$ cat src/rtl/sobel_pkg.sv
// Shared types for the Sobel output path: default channel width, joined pixel
// and the collector state encoding.
package sobel_pkg;

  localparam int unsigned DEF_DATA_W = 8;

  typedef struct packed {
    logic [DEF_DATA_W-1:0] r;
    logic [DEF_DATA_W-1:0] g;
    logic [DEF_DATA_W-1:0] b;
  } rgb_t;

  typedef enum logic [1:0] {
    IDLE,
    RUN,
    DONE
  } coll_state_e;

endpackage

$ cat src/rtl/p2p_chan_reg.sv
// One-entry vld/busy receive register with full flag. Draining and refilling
// in the same cycle is allowed, so a channel can sustain one word per cycle.
module p2p_chan_reg #(
  parameter int unsigned DATA_W = 8
) (
  input  logic              i_clk,
  input  logic              i_rst,
  input  logic              i_run,
  input  logic              i_drain,
  input  logic              i_vld,
  input  logic [DATA_W-1:0] i_data,
  output logic              o_busy,
  output logic              o_full,
  output logic [DATA_W-1:0] o_data
);

  logic              r_full;
  logic [DATA_W-1:0] r_data;
  logic              w_xfer;

  // Busy drops in the drain cycle, giving a combinational stall-to-busy path.
  assign o_busy = ~i_run | (r_full & ~i_drain);
  assign w_xfer = i_vld & ~o_busy;
  assign o_full = r_full;
  assign o_data = r_data;

  always_ff @(posedge i_clk or posedge i_rst) begin
    if (i_rst) begin
      r_full <= 1'b0;
      r_data <= '0;
    end else begin
      if (w_xfer) begin
        r_full <= 1'b1;
        r_data <= i_data;
      end else if (i_drain) begin
        r_full <= 1'b0;
      end
    end
  end

endmodule

$ cat src/rtl/sobel_result_collector.sv
// Joins the R/G/B filter result streams into 24-bit pixels and writes one
// frame to a linear-addressed frame buffer per i_start.
module sobel_result_collector
  import sobel_pkg::*;
#(
  parameter int unsigned DATA_W = DEF_DATA_W,
  parameter int unsigned WIDTH  = 256,
  parameter int unsigned HEIGHT = 256,
  parameter int unsigned ADDR_W = 16
) (
  input  logic                i_clk,
  input  logic                i_rst,
  input  logic                i_start,
  input  logic                i_r_vld,
  input  logic [DATA_W-1:0]   i_r_data,
  output logic                o_r_busy,
  input  logic                i_g_vld,
  input  logic [DATA_W-1:0]   i_g_data,
  output logic                o_g_busy,
  input  logic                i_b_vld,
  input  logic [DATA_W-1:0]   i_b_data,
  output logic                o_b_busy,
  output logic                o_wr_en,
  output logic [ADDR_W-1:0]   o_wr_addr,
  output logic [3*DATA_W-1:0] o_wr_data,
  input  logic                i_wr_busy,
  output logic                o_frame_done,
  output logic [15:0]         o_frame_cnt
);

  localparam int unsigned       NPIX     = WIDTH * HEIGHT;
  localparam logic [ADDR_W-1:0] LAST_PIX = ADDR_W'(NPIX - 1);

  coll_state_e       r_state, w_state_d;
  logic [ADDR_W-1:0] r_pix_cnt, w_pix_cnt_d;
  logic [15:0]       r_frame_cnt, w_frame_cnt_d;
  logic [1:0]        r_rst_sync;
  logic              w_rst;
  logic              w_run, w_all_full, w_wr_en, w_fire, w_last;
  logic              w_r_full, w_g_full, w_b_full;
  logic [DATA_W-1:0] w_r_data, w_g_data, w_b_data;

  // Assert asynchronously, release two clocks later on a clean edge.
  always_ff @(posedge i_clk or posedge i_rst) begin
    if (i_rst) begin
      r_rst_sync <= 2'b11;
    end else begin
      r_rst_sync <= {r_rst_sync[0], 1'b0};
    end
  end
  assign w_rst = r_rst_sync[1];

  assign w_run      = (r_state == RUN);
  assign w_all_full = w_r_full & w_g_full & w_b_full;
  assign w_wr_en    = w_run & w_all_full;
  assign w_fire     = w_wr_en & ~i_wr_busy;
  assign w_last     = (r_pix_cnt == LAST_PIX);

  p2p_chan_reg #(.DATA_W(DATA_W)) u_chan_r (
    .i_clk   (i_clk),
    .i_rst   (w_rst),
    .i_run   (w_run),
    .i_drain (w_fire),
    .i_vld   (i_r_vld),
    .i_data  (i_r_data),
    .o_busy  (o_r_busy),
    .o_full  (w_r_full),
    .o_data  (w_r_data)
  );

  p2p_chan_reg #(.DATA_W(DATA_W)) u_chan_g (
    .i_clk   (i_clk),
    .i_rst   (w_rst),
    .i_run   (w_run),
    .i_drain (w_fire),
    .i_vld   (i_g_vld),
    .i_data  (i_g_data),
    .o_busy  (o_g_busy),
    .o_full  (w_g_full),
    .o_data  (w_g_data)
  );

  p2p_chan_reg #(.DATA_W(DATA_W)) u_chan_b (
    .i_clk   (i_clk),
    .i_rst   (w_rst),
    .i_run   (w_run),
    .i_drain (w_fire),
    .i_vld   (i_b_vld),
    .i_data  (i_b_data),
    .o_busy  (o_b_busy),
    .o_full  (w_b_full),
    .o_data  (w_b_data)
  );

  always_comb begin
    w_state_d     = r_state;
    w_pix_cnt_d   = r_pix_cnt;
    w_frame_cnt_d = r_frame_cnt;
    unique case (r_state)
      IDLE: begin
        if (i_start) begin
          w_state_d   = RUN;
          w_pix_cnt_d = '0;
        end
      end
      RUN: begin
        if (w_fire) begin
          if (w_last) begin
            w_pix_cnt_d = '0;
            w_state_d   = DONE;
          end else begin
            w_pix_cnt_d = r_pix_cnt + ADDR_W'(1);
          end
        end
      end
      DONE: begin
        w_state_d     = IDLE;
        w_frame_cnt_d = r_frame_cnt + 16'd1;
      end
      default: w_state_d = IDLE;
    endcase
  end

  always_ff @(posedge i_clk or posedge w_rst) begin
    if (w_rst) begin
      r_state     <= IDLE;
      r_pix_cnt   <= '0;
      r_frame_cnt <= '0;
    end else begin
      r_state     <= w_state_d;
      r_pix_cnt   <= w_pix_cnt_d;
      r_frame_cnt <= w_frame_cnt_d;
    end
  end

  assign o_wr_en      = w_wr_en;
  assign o_wr_addr    = r_pix_cnt;
  assign o_wr_data    = {w_r_data, w_g_data, w_b_data};
  assign o_frame_done = (r_state == DONE);
  assign o_frame_cnt  = r_frame_cnt;

endmodule

$ cat config.mk
export PLATFORM = sky130hd
export DESIGN_NAME = sobel_result_collector
export DESIGN_NICKNAME = d
export VERILOG_FILES = /design/src/rtl/sobel_pkg.sv /design/src/rtl/p2p_chan_reg.sv /design/src/rtl/sobel_result_collector.sv
export SDC_FILE = /design/constraint.sdc
export NUM_CORES = 1
export LEC_CHECK = 0
export CORE_MARGIN = 1
export CORE_UTILIZATION = 46
export CTS_CLUSTER_DIAMETER = 120
export DETAILED_ROUTE_END_ITERATION = 10
export PLACE_DENSITY_LB_ADDON = 0.05
export SYNTH_ARGS = -nofsm -noshare
export SYNTH_HDL_FRONTEND = slang
export SYNTH_SLANG_ARGS = --single-unit
export TNS_END_PERCENT = 20
$ cat constraint.sdc
create_clock -name i_clk -period 2.72 [get_ports i_clk]
set_clock_uncertainty 0.05 [all_clocks]
set_input_delay 0.544 -clock i_clk [delete_from_list [all_inputs] [get_ports i_clk]]
set_output_delay 0.544 -clock i_clk [all_outputs]
set_load 0.1 [all_outputs]
==> results of run 1 <==
==> layout make-up <==
type                            count  share of cell area, %
Clock buffer                       14                  3.915
Clock inverter                      2                 0.2567
Inverter                            8                 0.7702
Multi-Input combinational cell    169                  31.16
Sequential cell                    63                  40.50
Tap cell                           75                  2.407
Timing Repair Buffer               94                  20.99
==> flip-flops by register name, summed over array words and instances (netlist names) <==
| register | cells |
|---|---|
| o_frame_cnt | 16 |
| o_wr_addr | 16 |
| u_chan_b.o_data | 8 |
| u_chan_g.o_data | 8 |
| u_chan_r.o_data | 8 |
| r_rst_sync | 2 |
| r_state | 2 |
| u_chan_b.o_full | 1 |
| u_chan_g.o_full | 1 |
| u_chan_r.o_full | 1 |
==> through the flow <==
step,power (mW),instances,util (%),hold slack (ns)
final,5.000,425,65.08,0.2491
after global routing,5.207,425,65.08,0.3088
after CTS,5.032,425,65.08,0.2821
after detailed placement,4.339,409,62.36,0.2751
after global placement,4.306,409,62.36,0.2907
after floorplan,3.669,250,-,0.2952
==> cells by family after synthesis <==
group           Yosys count  share of synthesized area (%)
compound gates           38                          9.516
xor+xnor                 15                          4.541
fa+ha+maj                 2                         0.8649
buf+inv                  18                          3.417
flops                    63                          54.58
mux                      25                          9.732
other cells               1                         0.1296
simple gates             88                          17.21
==> per-layer routing <==
layer | wire (µm) | global-route usage [%] | vias up
li1 | - | - | 1081
met1 | 2789 | 28.18 | 1099
met2 | 2952 | 30.92 | 88
met3 | 480 | 6.854 | 10
met4 | 118 | 10.36 | 0
met5 | 0 | 0 | -
==> placed cells by master (no fill, tap or decap), types with 2 or more instances in the layout <==
cell type,count
and3_1,8
clkdlybuf4s50_1,30
nor2_1,12
mux2_2,25
or3_1,2
a21o_1,2
nand2_1,26
o211ai_1,3
o21ai_0,13
clkbuf_8,10
o31ai_1,4
a31oi_1,2
clkinv_2,2
nand3_1,15
buf_4,61
and4_1,3
or3_2,2
nand4_1,5
xor2_1,5
buf_12,3
dfstp_2,2
a21oi_1,2
xnor2_1,10
inv_1,7
clkbuf_1,4
ha_1,2
dfrtp_1,61
==> path summary, 6_finish.rpt <==
check                      slack [ns]           from               to  cells after the start
min                              0.25  r_rst_sync[1]     o_wr_addr[7]                      1
min reg2reg                      0.25  r_rst_sync[1]     o_wr_addr[7]                      1
max                              0.58      i_wr_busy         o_b_busy                      4
max reg2reg                      0.74   o_wr_addr[0]    o_wr_addr[11]                      5
min in group i_clk               0.31  r_rst_sync[0]    r_rst_sync[1]                      0
max in group asynchronous        1.67  r_rst_sync[1]  o_frame_cnt[11]                      2
==> power groups by stage <==
stage | registers [mW] | logic [mW] | clock network, mW
4_1_cts | 1.36 | 2.97 | 0.702
2_1_floorplan | 2.92 | 0.751 | 0
6_report | 1.36 | 2.95 | 0.690
3_5_place_dp | 1.37 | 2.97 | 0
5_1_grt | 1.39 | 3.06 | 0.759
3_3_place_gp | 1.36 | 2.95 | 0
==> synthesized netlist by cell type (all sizes together), types with 3 or more instances <==
cell,count
xnor2,10
xor2,5
o31ai,4
nand2,27
buf,9
o211ai,4
and4,4
nand4,6
or3,4
inv,8
o21ai,14
nor2,12
mux2,25
and3,8
nand3,15
a21o,3
dfrtp,61
==> reports/results.txt, run 1 <==
Row count -> 28
First-pass GRT wire length -> 10.43 mm
Arrival time of the worst setup path -> 1.55 ns
Antenna Nets Post-Route -> 0
Die H -> 81.30 µm
Yosys cell types -> 53
GPL Wtd Cong -> 0.7696
Clock Power Share -> 13.8%
# diodes -> 0
Critical path's top delay family -> buffers and inverters
# H-tree levels -> 3
Share of power burned in registers -> 27.1%
GRT Overall Usage -> 21.18%
Syn nets -> 283
Startpoint types -> input pin
Post-synthesis sequential area ratio -> 54.58%
Post-CTS sizing -> 0
Design Area, Final -> 0.003899 mm²
Initial antenna violation count -> 0
Logic gate share of total power -> 59.1%
Power Dens Cells -> 1283 mW/mm²
HP Class -> reg -> async
Gr ovfl total -> 0
Wire per inst -> 14.92 µm
Final period utilization -> 78.66%
Hold_buf cts -> 0
Largest net degree at the start of global routing -> 27
Max Clock Freq -> 0.4674 GHz
Pins Over Slew Limit -> 0
Worst-Margin Slew -> 0.5489 ns
P_sw -> 2.767 mW
Clock-pin slew on the worst setup and hold paths -> 0.07 ns
Warnings, synthesis -> 0
Fillers -> 473
Pleak -> 1.804 nW
DIE AREA -> 0.006610 mm²
Sequential Area -> 0.001579 mm²
Cells after Synth -> 250
Area contributors post-synth -> dfrtp_1 (53%), mux2_2 (9.7%), nand2_1 (3.4%)
CP Class -> in -> out
Min Tclk post-route -> 2.140 ns
Share of post-route cells with drive strength above 1 -> 33.71%
Cell taking the most area after synthesis -> dfrtp_1
Nets -> 378
Clock Latency Late Sink -> 0.34 ns
EDFF count, synth -> 0
Final hold violations -> 0
Slowest cell on the critical path -> clkdlybuf4s50_1
Avg Inst Size Synth -> 11.57 µm²
CTS Buf Count -> 9
Synth Flop Type -> dfrtp_1
Buf/Inv on CP -> 2
Sw Ratio -> 55.34%
# clock sinks -> 63
Post-CTS Setup Bufs -> 0
Root buffer cell -> clkbuf_8
Sum Neg Setup Slack -> 0 ns
PortBufs -> 91
IO Count -> 92
DRT iter0 DRCs -> 228
Area share of the largest cell type after synthesis -> 52.77%
TritonCTS clock tree -> built
Rel. slew slack -> 63.35%
Synth Register Bits -> 63
Final WL -> 6.341 mm
Worst Path Required -> 2.13 ns
Initial Utilization -> 48.29%
Max-capacitance violation count -> 0
Die Wd -> 81.30 µm
Final setup vio count -> 0
RSZ-0062 raised after global routing -> no
Status -> finished clean
Drt pass-1 iters -> 4
Core area -> 0.005991 mm²
Post-synth design cell area -> 0.002893 mm²
Internal power -> 2.233 mW
HPWL Detailed -> 4.503 mm
Via count -> 2278
Vias in the first global route -> 2132
CP Cell Sequence -> clkdlybuf4s50_1, o21ai_0, nand2_1, buf_12
FFs w/ async S/R, synth -> 100.0%
Worst-path fanout max -> 4
Post-route DRC -> 0
Setup crit end kind -> primary output
Worst path max stage delay -> 0.45 ns
Synthesis-to-layout area growth -> 34.78%
Peak supply drop -> 1.044 mV
Average via count per standard cell -> 5.360
Footprint of the multi-input gates -> 0.001215 mm²
Dpl ws -> 0.4484 ns
CTS Buffer Depth -> 2
Area after DPL -> 0.003736 mm²
Setup ws final -> 0.5804 ns
(Power assumes the default switching activity.)
==> inputs of run 2 (changes only) <==
==> constraint.sdc (replaced) <==
create_clock -name i_clk -period 2.1 [get_ports i_clk]
set_clock_uncertainty 0.05 [all_clocks]
set_input_delay 0.42 -clock i_clk [delete_from_list [all_inputs] [get_ports i_clk]]
set_output_delay 0.42 -clock i_clk [all_outputs]
set_load 0.1 [all_outputs]
==> reports/results.txt, run 2 (same netlist as run 1, synthesis figures left out) <==
CTS Buf Count -> 9 (unchanged)
Synthesis-to-layout area growth -> 40.48% (was 34.78%)
Post-CTS sizing -> 0 (unchanged)
Peak supply drop -> 1.438 mV (was 1.044 mV)
Startpoint types -> flip-flop (was input pin)
Final period utilization -> 94.67%
TritonCTS clock tree -> built (unchanged)
CP Cell Sequence -> and2b_4, nand2_1, buf_12 (was clkdlybuf4s50_1, o21ai_0, nand2_1, buf_12)
DIE AREA -> 0.006610 mm² (unchanged)
Worst-path fanout max -> 15 (was 4)
Placed Cells incl. Taps -> 416 (was 409)
First-pass GRT wire length -> 10.34 mm (was 10.43 mm)
HPWL Detailed -> 4.618 mm (was 4.503 mm)
Min Tclk post-route -> 1.988 ns
Die H -> 81.30 µm (unchanged)
Antenna Nets Post-Route -> 0 (unchanged)
Share of post-route cells with drive strength above 1 -> 38.38% (was 33.71%)
RSZ-0062 raised after global routing -> no (unchanged)
Pleak -> 1.876 nW (was 1.804 nW)
GPL Wtd Cong -> 0.7886 (was 0.7696)
Die Wd -> 81.30 µm (unchanged)
Max-capacitance violation count -> 0 (unchanged)
Drt pass-1 iters -> 4 (unchanged)
Gr ovfl total -> 0 (unchanged)
Nets -> 385 (was 378)
Post-CTS Setup Bufs -> 0 (unchanged)
Critical path's top delay family -> simple AND/OR/NAND/NOR gates (was buffers and inverters)
IO Count -> 92 (unchanged)
Buf/Inv on CP -> 1 (was 2)
Status -> finished clean (unchanged)
PortBufs -> 91 (unchanged)
GRT Overall Usage -> 20.58% (was 21.18%)
Worst R2R Setup Slack -> 0.25 ns (was 0.74 ns)
HP Class -> reg -> async (unchanged)
Hold_buf cts -> 0 (unchanged)
Slowest cell on the critical path -> dfrtp_1 (was clkdlybuf4s50_1)
Setup crit end kind -> primary output (unchanged)
Post-route DRC -> 0 (unchanged)
Worst path depth -> 3 (was 4)
Wire per inst -> 14.52 µm (was 14.92 µm)
Clock-pin slew on the worst setup and hold paths -> 0.07 ns (about the same)
Worst setup path endpoint -> o_g_busy (was o_b_busy)
Max Clock Freq -> 0.5030 GHz
Initial antenna violation count -> 0 (unchanged)
# clock sinks -> 63 (unchanged)
Crit. Startpoint -> r_state[1] (was i_wr_busy)
Final cell count without fillers -> 432 (was 425)
Initial Utilization -> 48.29% (unchanged)
# H-tree levels -> 3 (unchanged)
Core Util, Final -> 67.84% (was 65.08%)
Final WL -> 6.271 mm (was 6.341 mm)
Via count -> 2321 (was 2278)
Worst-Margin Slew -> 0.6317 ns (was 0.5489 ns)
Reg2reg start -> r_state[1] (was o_wr_addr[0])
Row count -> 28 (unchanged)
Vias in the first global route -> 2267 (was 2132)
Final setup vio count -> 0 (unchanged)
Core area -> 0.005991 mm² (unchanged)
Power Dens Cells -> 1639 mW/mm² (was 1283 mW/mm²)
Most frequent cells in the layout -> buf_4 (61), dfrtp_1 (53), clkdlybuf4s50_1 (30), nand2_1 (26), mux2_2 (25) (was dfrtp_1 (61), buf_4 (61), clkdlybuf4s50_1 (30), nand2_1 (26), mux2_2 (25))
Commonest non-fill, non-tap cell in the layout -> buf_4
Arrival time of the worst setup path -> 1.52 ns (was 1.55 ns)
Worst hold slack -> 0.2869 ns (was 0.2491 ns)
# diodes -> 0 (unchanged)
Final hold violations -> 0 (unchanged)
Root buffer cell -> clkbuf_8 (unchanged)
Worst Path Required -> 1.63 ns (was 2.13 ns)
Clock Latency Late Sink -> 0.33 ns (was 0.34 ns)
Largest net degree at the start of global routing -> 34 (was 27)
Rel. slew slack -> 57.83% (was 63.35%)
Area after DPL -> 0.003889 mm² (was 0.003736 mm²)
CTS Buffer Depth -> 2 (unchanged)
Worst path max stage delay -> 0.43 ns (was 0.45 ns)
CP Class -> reg -> out (was in -> out)
Design Area, Final -> 0.004064 mm² (was 0.003899 mm²)
Average via count per standard cell -> 5.373 (was 5.360)
R2r endpoint -> u_chan_g.o_data[6] (was o_wr_addr[11])
Power Total -> 6.660 mW (was 5.000 mW)
FF-to-FF path depth -> 3 (was 5)
DRT iter0 DRCs -> 130 (was 228)
Pins Over Slew Limit -> 0 (unchanged)
==> run 2: power breakdown <==
part	internal (mW)	switching (mW)	total, mW
Clock	0.485	0.445	0.931
Combinational	1.02	2.95	3.97
Sequential	1.53	0.230	1.76
Total	3.04	3.62	6.66
==> run 2: how the worst min path moves through the flow <==
stage	endpoint	start	cells past startpoint	slack, ns
finish	u_chan_b.o_data[7]	r_rst_sync[1]	1	0.29
global route	r_rst_sync[1]	r_rst_sync[0]	0	0.31
CTS	r_rst_sync[1]	r_rst_sync[0]	0	0.31
detailed placement	r_rst_sync[1]	r_rst_sync[0]	0	0.30
global placement	r_rst_sync[1]	r_rst_sync[0]	0	0.30
floorplan	r_rst_sync[0]	i_rst	1	0.28
==> run 2: through the flow <==
step           worst slack (ns)  setup TNS, ns
6_report                 0.1119              0
5_1_grt                 0.04861              0
4_1_cts                  0.1144              0
3_5_place_dp           0.003891              0
3_3_place_gp            0.02882              0
2_1_floorplan           -0.1054        -0.3022
==> run 2: layer usage <==
layer,track usage (%),routed length (µm)
met1,27.49,2789
met2,31.92,3048
met3,4.607,350
met4,8.750,82
met5,0,0
==> run 2: layout make-up <==
cell class / count / area (µm²)
inverters: 8 / 30.03
clock buffers: 12 / 155.1
fillers: 488 / 1927
flip-flops and latches: 63 / 1589
clock inverters: 4 / 20.02
well taps: 75 / 93.84
repair buffers: 101 / 958.4
multi-input cells: 169 / 1217
==> run 2: worst register-to-register path, cell delays in order (launching register included) <==
cell and delay, ns:
dfrtp_1 0.43, and2b_4 0.43, and3_1 0.44, mux2_2 0.39
==> inputs of run 3 (changes only) <==
--- a/config.mk
+++ b/config.mk
@@ -6,9 +6,10 @@
 export NUM_CORES = 1
 export LEC_CHECK = 0
 export CORE_MARGIN = 1
-export CORE_UTILIZATION = 46
+export CORE_UTILIZATION = 50
 export CTS_CLUSTER_DIAMETER = 120
 export DETAILED_ROUTE_END_ITERATION = 10
+export GPL_ROUTABILITY_DRIVEN = 0
 export PLACE_DENSITY_LB_ADDON = 0.05
 export SYNTH_ARGS = -nofsm -noshare
 export SYNTH_HDL_FRONTEND = slang
==> constraint.sdc (replaced) <==
create_clock -name i_clk -period 2.3 [get_ports i_clk]
set_clock_uncertainty 0.05 [all_clocks]
set_input_delay 0.46 -clock i_clk [delete_from_list [all_inputs] [get_ports i_clk]]
set_output_delay 0.46 -clock i_clk [all_outputs]
set_load 0.1 [all_outputs]
==> reports/results.txt, run 3 (same netlist as run 1, synthesis figures left out) <==
Share of post-route cells with drive strength above 1 -> 34.86% (was 38.38%)
Worst R2R Setup Slack -> 0.45 ns (was 0.25 ns)
IO Count -> 92 (unchanged)
Power Total -> 6.235 mW (was 6.660 mW)
DRT iter0 DRCs -> 119 (was 130)
Via count -> 2256 (was 2321)
Power Dens Cells -> 1560 mW/mm² (was 1639 mW/mm²)
Peak supply drop -> 1.336 mV (was 1.438 mV)
CTS Buf Count -> 9 (unchanged)
FF-to-FF path depth -> 3 (unchanged)
Status -> finished clean (unchanged)
Initial antenna violation count -> 0 (unchanged)
Slowest cell on the critical path -> dfrtp_1 (unchanged)
Commonest non-fill, non-tap cell in the layout -> dfrtp_1 (was buf_4)
Max-capacitance violation count -> 0 (unchanged)
Worst path max stage delay -> 0.42 ns (was 0.43 ns)
CTS Buffer Depth -> 2 (unchanged)
Worst Path Required -> 1.79 ns (was 1.63 ns)
Average via count per standard cell -> 5.346 (was 5.373)
HP Class -> reg -> async (unchanged)
Core area -> 0.005540 mm² (was 0.005991 mm²)
Startpoint types -> flip-flop (unchanged)
CP Class -> reg -> out (unchanged)
Initial Utilization -> 52.21% (was 48.29%)
Clock-pin slew on the worst setup and hold paths -> 0.07 ns (about the same)
Nets -> 378 (was 385)
Most frequent cells in the layout -> dfrtp_1 (59), buf_4 (58), clkdlybuf4s50_1 (30), nand2_1 (26), mux2_2 (25) (was buf_4 (61), dfrtp_1 (53), clkdlybuf4s50_1 (30), nand2_1 (26), mux2_2 (25))
R2r endpoint -> u_chan_r.o_data[0] (was u_chan_g.o_data[6])
First-pass GRT wire length -> 10.71 mm (was 10.34 mm)
Sequential Area -> 0.001582 mm² (was 0.001589 mm²)
Post-CTS Setup Bufs -> 0 (unchanged)
# diodes -> 0 (unchanged)
Final setup vio count -> 0 (unchanged)
Footprint of the multi-input gates -> 0.001215 mm² (was 0.001217 mm²)
# H-tree levels -> 3 (unchanged)
Arrival time of the worst setup path -> 1.50 ns (was 1.52 ns)
Synthesis-to-layout area growth -> 38.15% (was 40.48%)
Antenna Nets Post-Route -> 0 (unchanged)
Busiest layer in global routing -> met2 (unchanged)
Met3 Resource Use GR -> 5.698% (was 4.607%)
GR Util met1 -> 28.98% (was 27.49%)
Die Wd -> 78.06 µm (was 81.30 µm)
# clock sinks -> 63 (unchanged)
TritonCTS clock tree -> built (unchanged)
Max Clock Freq -> 0.4977 GHz
Vias in the first global route -> 2323 (was 2267)
Final WL -> 6.286 mm (was 6.271 mm)
Drt pass-1 iters -> 4 (unchanged)
Pins Over Slew Limit -> 0 (unchanged)
Post-CTS sizing -> 0 (unchanged)
Hold_buf cts -> 0 (unchanged)
HPWL Detailed -> 4.480 mm (was 4.618 mm)
Worst-path fanout max -> 15 (unchanged)
Pleak -> 1.843 nW (was 1.876 nW)
Core Util, Final -> 72.13% (was 67.84%)
DIE AREA -> 0.006093 mm² (was 0.006610 mm²)
Final hold violations -> 0 (unchanged)
GRT Overall Usage -> 22.59% (was 20.58%)
Post-route DRC -> 0 (unchanged)
Wire per inst -> 14.90 µm (was 14.52 µm)
Setup crit end kind -> primary output (unchanged)
Fillers -> 441 (was 488)
Gr ovfl total -> 0 (unchanged)
RSZ-0062 raised after global routing -> no (unchanged)
GR Util met2 -> 36.40% (was 31.92%)
Die H -> 78.06 µm (was 81.30 µm)
CP Cell Sequence -> and2b_4, nand2_1, buf_12 (unchanged)
Reg2reg start -> r_state[1] (unchanged)
Min Tclk post-route -> 2.009 ns
Clock Latency Late Sink -> 0.33 ns (about the same)
PortBufs -> 91 (unchanged)
Buf/Inv on CP -> 1 (unchanged)
Root buffer cell -> clkbuf_8 (unchanged)
Final period utilization -> 87.36%
Row count -> 27 (was 28)
Largest net degree at the start of global routing -> 45 (was 34)
Critical path's top delay family -> simple AND/OR/NAND/NOR gates (unchanged)
[run 3: cell count changes in the layout (fill, tap and decap cells not counted)]
cell	previous run	this run
clkbuf_1	1	2
bufinv_16	0	2
buf_12	10	6
clkinv_2	4	1
dfrtp_2	8	2
dfrtp_1	53	59
nor2_1	11	12
nor2_2	1	0
buf_4	61	58
[run 3: how the worst max path moves through the flow]
stage / cells after the start / end / start
6_report: 3 / o_g_busy / r_state[1]
5_1_grt: 3 / o_g_busy / r_state[1]
4_1_cts: 3 / o_g_busy / r_state[1]
3_5_place_dp: 5 / o_wr_addr[7] / i_wr_busy
3_3_place_gp: 5 / o_wr_addr[15] / i_wr_busy
2_1_floorplan: 2 / o_wr_en / r_state[1]
[run 3: layout make-up]
type / instances / area share (%)
Clock buffer: 13 / 3.976
Sequential cell: 63 / 39.57
Multi-Input combinational cell: 169 / 30.40
Timing Repair Buffer: 94 / 21.42
Clock inverter: 3 / 1.628
Tap cell: 72 / 2.254
Inverter: 8 / 0.7514
[run 3: where the power goes]
group	internal (mW)	leakage [nW]	switching (mW)
logic	0.862	0.971	2.68
registers	1.40	0.758	0.215
clock network	0.669	0.114	0.417
[run 3: through the flow]
step,cell area [µm²],cells,setup TNS (ns),hold slack [ns],setup slack [ns]
final,3996,422,0,0.1896,0.2908
after global routing,3996,422,0,0.2466,0.2174
after CTS,3996,422,0,0.2035,0.2736
after detailed placement,3772,406,0,0.1942,0.1175
after global placement,3772,406,0,0.1990,0.1588
after floorplan,2895,250,-0.08217,0.2952,-0.08217
[run 3: routing by layer]
metal,share of wire [%],vias to the layer above
met1,44,1098
met2,49,66
met3,5.4,10
met4,1.5,0
li1,-,1082
met5,0,-
